File: config.mk
export PLATFORM = sky130hd
export DESIGN_NAME = cnn_job_arbiter
export DESIGN_NICKNAME = d
export VERILOG_FILES = /design/src/rtl/cnn_arb_pkg.sv /design/src/rtl/cnn_job_arbiter_rr_arbiter.sv /design/src/rtl/cnn_job_arbiter.sv
export SDC_FILE = /design/constraint.sdc
export NUM_CORES = 1
export LEC_CHECK = 0
export BUFFER_PORTS_ARGS = -buffer_cell sky130_fd_sc_hd__buf_2
export CAP_MARGIN = 20
export CORE_ASPECT_RATIO = 0.8
export CORE_UTILIZATION = 42
export CTS_CLUSTER_DIAMETER = 200
export CTS_CLUSTER_SIZE = 20
export DETAILED_ROUTE_END_ITERATION = 8
export PLACE_DENSITY = 0.68
export SETUP_SLACK_MARGIN = 0.3
export SYNTH_ARGS = -nofsm -noshare
export SYNTH_HDL_FRONTEND = slang
export SYNTH_SLANG_ARGS = --single-unit
File: constraint.sdc
create_clock -name clk -period 4.09 [get_ports clk]
set_clock_uncertainty 0.05 [all_clocks]
set_input_delay 0.6135 -clock clk [delete_from_list [all_inputs] [get_ports clk]]
set_output_delay 0.6135 -clock clk [all_outputs]
set_load 0.05 [all_outputs]
File: src/rtl/cnn_arb_pkg.sv
// Shared types and defaults for the CNN job arbiter: FSM state encoding,
// default sizing and the requester-index width helper.
package cnn_arb_pkg;

  localparam int unsigned DEF_NUM_REQ   = 4;
  localparam int unsigned DEF_OUT_WIDTH = 32;

  typedef enum logic [1:0] {
    ST_IDLE  = 2'd0,
    ST_RUN   = 2'd1,
    ST_RESP  = 2'd2,
    ST_DRAIN = 2'd3
  } arb_state_e;

  function automatic int unsigned id_width(input int unsigned n);
    return (n > 1) ? $clog2(n) : 1;
  endfunction

endpackage

File: src/rtl/cnn_job_arbiter_rr_arbiter.sv
// Combinational round-robin picker: first active request at or after ptr,
// wrapping from NUM_REQ-1 to 0. Returns a one-hot grant and its index.
module rr_arbiter
  import cnn_arb_pkg::*;
#(
  parameter  int unsigned NUM_REQ = DEF_NUM_REQ,
  localparam int unsigned ID_W    = id_width(NUM_REQ)
) (
  input  logic [NUM_REQ-1:0] req,
  input  logic [ID_W-1:0]    ptr,
  output logic [NUM_REQ-1:0] grant,
  output logic [ID_W-1:0]    index
);

  int unsigned     sum;
  logic [ID_W-1:0] cidx;

  // ptr is always < NUM_REQ, so a single conditional subtract wraps the search.
  always_comb begin
    grant = '0;
    index = '0;
    sum   = 0;
    cidx  = '0;
    for (int unsigned k = 0; k < NUM_REQ; k++) begin
      sum  = 32'(ptr) + k;
      cidx = (sum >= NUM_REQ) ? ID_W'(sum - NUM_REQ) : ID_W'(sum);
      if ((grant == '0) && req[cidx]) begin
        grant[cidx] = 1'b1;
        index       = cidx;
      end
    end
  end

endmodule

File: src/rtl/cnn_job_arbiter.sv
// Shares one CNN core among NUM_REQ requesters: IDLE -> RUN -> RESP -> DRAIN.
// Optional RUN watchdog enabled by defining CNN_ARB_TIMEOUT_EN.
module cnn_job_arbiter
  import cnn_arb_pkg::*;
#(
  parameter  int unsigned NUM_REQ        = DEF_NUM_REQ,
  parameter  int unsigned OUT_WIDTH      = DEF_OUT_WIDTH,
  parameter  int unsigned TIMEOUT_CYCLES = 2048,
  localparam int unsigned ID_W           = id_width(NUM_REQ)
) (
  input  logic                 clk,
  input  logic                 rst,
  input  logic [NUM_REQ-1:0]   req,
  output logic [NUM_REQ-1:0]   grant,
  output logic                 core_enable,
  input  logic                 core_done,
  input  logic [OUT_WIDTH-1:0] core_value,
  output logic                 resp_valid,
  output logic [ID_W-1:0]      resp_id,
  output logic [OUT_WIDTH-1:0] resp_value,
  output logic                 resp_timeout,
  output logic                 busy
);

  if ((NUM_REQ < 2) || (NUM_REQ > 8)) begin : g_bad_num_req
    $error("cnn_job_arbiter: NUM_REQ must be in 2..8");
  end
  if (TIMEOUT_CYCLES < 1) begin : g_bad_timeout
    $error("cnn_job_arbiter: TIMEOUT_CYCLES must be at least 1");
  end

  arb_state_e             state_q;
  logic [NUM_REQ-1:0]     grant_q;
  logic                   en_q;
  logic [ID_W-1:0]        win_q;
  logic [ID_W-1:0]        ptr_q, ptr_d;
  logic                   rvalid_q;
  logic [ID_W-1:0]        rid_q;
  logic [OUT_WIDTH-1:0]   rval_q;
  logic                   busy_q;

  logic [NUM_REQ-1:0]     arb_grant;
  logic [ID_W-1:0]        arb_idx;
  logic                   arb_valid;

  rr_arbiter #(.NUM_REQ(NUM_REQ)) u_rr (
    .req   (req),
    .ptr   (ptr_q),
    .grant (arb_grant),
    .index (arb_idx)
  );

  assign arb_valid = |arb_grant;
  assign ptr_d     = (win_q == ID_W'(NUM_REQ - 1)) ? '0 : win_q + ID_W'(1);

`ifdef CNN_ARB_TIMEOUT_EN
  localparam int unsigned TMR_W = $clog2(TIMEOUT_CYCLES + 1);
  logic [TMR_W-1:0] tmr_q;
  logic             rtmo_q;
  assign resp_timeout = rtmo_q;
`else
  assign resp_timeout = 1'b0;
`endif

  always_ff @(posedge clk or negedge rst) begin
    if (!rst) begin
      state_q  <= ST_IDLE;
      grant_q  <= '0;
      en_q     <= 1'b0;
      win_q    <= '0;
      ptr_q    <= '0;
      rvalid_q <= 1'b0;
      rid_q    <= '0;
      rval_q   <= '0;
      busy_q   <= 1'b0;
`ifdef CNN_ARB_TIMEOUT_EN
      tmr_q    <= '0;
      rtmo_q   <= 1'b0;
`endif
    end else begin
      rvalid_q <= 1'b0;
      case (state_q)
        ST_IDLE: begin
          if (arb_valid) begin
            state_q <= ST_RUN;
            grant_q <= arb_grant;
            win_q   <= arb_idx;
            en_q    <= 1'b1;
            busy_q  <= 1'b1;
`ifdef CNN_ARB_TIMEOUT_EN
            tmr_q   <= '0;
`endif
          end
        end
        ST_RUN: begin
          // core_done wins over the watchdog when both land on the same cycle.
          if (core_done) begin
            state_q  <= ST_RESP;
            en_q     <= 1'b0;
            rvalid_q <= 1'b1;
            rid_q    <= win_q;
            rval_q   <= core_value;
`ifdef CNN_ARB_TIMEOUT_EN
            rtmo_q   <= 1'b0;
          end else if (tmr_q == TMR_W'(TIMEOUT_CYCLES - 1)) begin
            state_q  <= ST_RESP;
            en_q     <= 1'b0;
            rvalid_q <= 1'b1;
            rid_q    <= win_q;
            rval_q   <= '0;
            rtmo_q   <= 1'b1;
          end else begin
            tmr_q    <= tmr_q + TMR_W'(1);
`endif
          end
        end
        ST_RESP: begin
          state_q <= ST_DRAIN;
          grant_q <= '0;
          ptr_q   <= ptr_d;
        end
        ST_DRAIN: begin
          state_q <= ST_IDLE;
          busy_q  <= 1'b0;
        end
        default: state_q <= ST_IDLE;
      endcase
    end
  end

  assign grant       = grant_q;
  assign core_enable = en_q;
  assign resp_valid  = rvalid_q;
  assign resp_id     = rid_q;
  assign resp_value  = rval_q;
  assign busy        = busy_q;

endmodule
==> impl_metrics.csv <==
group,metric,value,unit
route,vias,1890,
die,die-area,0.00625,mm²
finish,drive_gt1_share,49.8,%
timing,setup-tns-final,0,ns
critical_path,ff2ff_path_depth,8,
finish,layout.cells.non_filler,355,
timing,final-setup-viol-count,0,
clock_network,ctsHtreeMaxLevel,2,
timing,slew_viol_final,0,
finish,fillers,514,
finish,diodes,0,
critical_path,cp.arrival,3.66,ns
timing,hold_viol,0,
finish,syn2layout_area_growth,22.9,%
yosys,synth_common_cells,"dfrtp_1, mux2_2, ha_1",
timing,fmax,0.284,GHz
die,rows,24,
place,numPortBuffers,79,
grt,antenna_found_initial,0,
clock_network,clockBufferDepth,2,
yosys,syn_area,0.00249,mm²
finish,fin_area,0.00306,mm²
clock_network,cts_buffers,5,
timing,period_minus_slack,3.52,ns
clock_network,clk_pin_slew,0.09,ns
yosys,yosysMostFrequentCell,"dfrtp_1",
die,start_util,44.6,%
critical_path,cp.required,4.23,ns
grt,grt_usage,17.7,%
place,gp_congestion,0.882,
die,die_h,70.9,µm
clock_network,clkLatencyLatePin,0.30,ns
route,firstDrtPassIters,5,
clock_network,numClockSinks,47,
place,placed_area,0.00292,mm²
route,drc,0,
critical_path,slowest_stage,"mux4_2",
yosys,ys_warn_count,0,
yosys,synth.area.top_cells,"dfrtp_1, mux2_2, ha_1",
route,wire_per_inst,14.6,µm
yosys,syn_inst,197,
critical_path,start_kind,"register",
critical_path,cpLargestDelayFamily,"multiplexers",
timing,worst_pin_slew,0.581,ns
run_status,outcome,"finished, final reports clean",
yosys,yosysTopAreaCell,"dfrtp_1",
timing,slew-limit-headroom,61.3,%
timing,finalCritPeriodShare,86.1,%
yosys,syn-mean-instance-area,12.7,µm²
route,wirelength,5.17,mm
min_path,hp-class,"in -> async",
critical_path,path_cells,"inv_1, ha_1, mux4_2, a21boi_4, a222oi_1, and4b_2, a21oi_2, mux2_1",
grt,grt_pass1_vias,1865,
clock_network,tritoncts,"done",
finish,final_nets,328,
critical_path,crit_buf_inv,1,
finish,final_util,54.8,%
critical_path,cp-end-kind,"register",
finish,seqCellArea,0.00118,mm²
critical_path,path_depth,8,
yosys,synthFlopType,"dfrtp_1",
yosys,ys_seq_area_share,47.2,%
route,routed_via_density,5.32,
grt,grt_max_degree,48,
grt,gr-total-overflow,0,
run,maxCapViolations,0,
clock_network,ctsHoldBuffers,0,
critical_path,max_stage_delay,0.54,ns
die,core,0.00559,mm²
yosys,netlist.area_leader.share,47.2,%
yosys,synth_edf_count,0,
place,hpwl,3.82,mm
place,placedCellCount,346,
critical_path,critPathMaxFanout,10,
route,drt_iter0_drc,117,
yosys,ys_types,49,
finish,multi_input_area,0.00121,mm²
route,ant_nets,0,
timing,rsz0062_at_grt,"false",
yosys,ys_async_sr_fraction,100,%
grt,grt_pass1_wl,8.60,mm
yosys,syn_nets,249,
die,pin_count,81,
critical_path,critPathKind,"reg -> reg",
die,die_w,88.1,µm
yosys,synth_seq_cells,47,
clock_network,clockRootBuffer,"clkbuf_8",
-- path summary, 6_finish.rpt --
check                                            from                    endpoint  slack (ns)
max in group asynchronous                         rst        ptr_q[0]$_DFFE_PN0P_        3.38
min                                               rst      resp_id[0]$_DFFE_PN0P_        0.11
max reg2reg                      ptr_q[1]$_DFFE_PN0P_      state_q[1]$_DFFE_PN0P_        0.57
min reg2reg                resp_value[26]$_DFFE_PN0P_  resp_value[26]$_DFFE_PN0P_        0.45
max                              ptr_q[1]$_DFFE_PN0P_      state_q[1]$_DFFE_PN0P_        0.57
min in group clk           resp_value[26]$_DFFE_PN0P_  resp_value[26]$_DFFE_PN0P_        0.45
-- cells in the final DEF, fill, tap and decap left out, types with 3 or more instances in the layout --
master and n:
o31ai_1 4, a211oi_1 4, nand2b_1 5, ha_1 13, nand3_1 5, mux2i_1 3
mux2_2 34, buf_2 79, nand2_1 9, o21ai_0 4, nor2_1 10, clkbuf_8 6
dfrtp_1 46, inv_1 9
-- layer usage --
metal	share of wire [%]	global-route usage, %
met4	1.7	6.09
met2	47	28.5
met1	45	23.1
met3	6.1	4.78
met5	0	0
-- repair_timing --
action	CTS	global route
buffers inserted	0	0
endpoints found under the setup margin	0	6
resized for setup	0	2
-- flip-flops by register name, summed over array words and instances, names as in the netlist --
signal	cells
busy	1
core_enable	1
grant	4
ptr_q	2
resp_id	2
resp_valid	1
resp_value	32
state_q	2
win_q	2
-- worst register-to-register path, delay by kind of cell (launching register included) --
kind / cells / cell delay (ns)
DFF: 1 / 0.52
muxes: 2 / 0.87
AOI/OAI and AO/OA: 3 / 0.85
adders and majority gates: 1 / 0.43
and+or+nand+nor: 1 / 0.50
buffers and inverters: 1 / 0.20
-- area by class of cell --
cell class / instances / area share [%]
tap: 78 / 3.19
sequential: 47 / 38.4
inverter: 9 / 1.10
multi-input combinational: 132 / 39.6
clock buffer: 6 / 2.70
clock inverter: 2 / 1.14
timing repair buffer: 81 / 13.8
-- stage by stage --
step | setup slack (ns) | hold slack [ns]
after global routing | 0.352 | 0.113
after global placement | 0.544 | 0.431
final | 0.567 | 0.113
after CTS | 0.332 | 0.458
after detailed placement | 0.352 | 0.438
after floorplan | 0.931 | 0.268
-- logic make-up (layout without fill, tap and decap cells) --
group,after synthesis,after routing,synth area share [%]
other,1,1,0.150
and+or+nand+nor,40,40,8.69
muxes,44,44,22.0
DFF,47,47,47.2
buffers and inverters,18,98,4.17
AOI/OAI and AO/OA,34,34,11.3
adders and majority gates,13,13,6.53
Power is left out: the tool's default activity adds up to more than one toggle a clock period on the data nets, which glitch-free logic cannot reach.
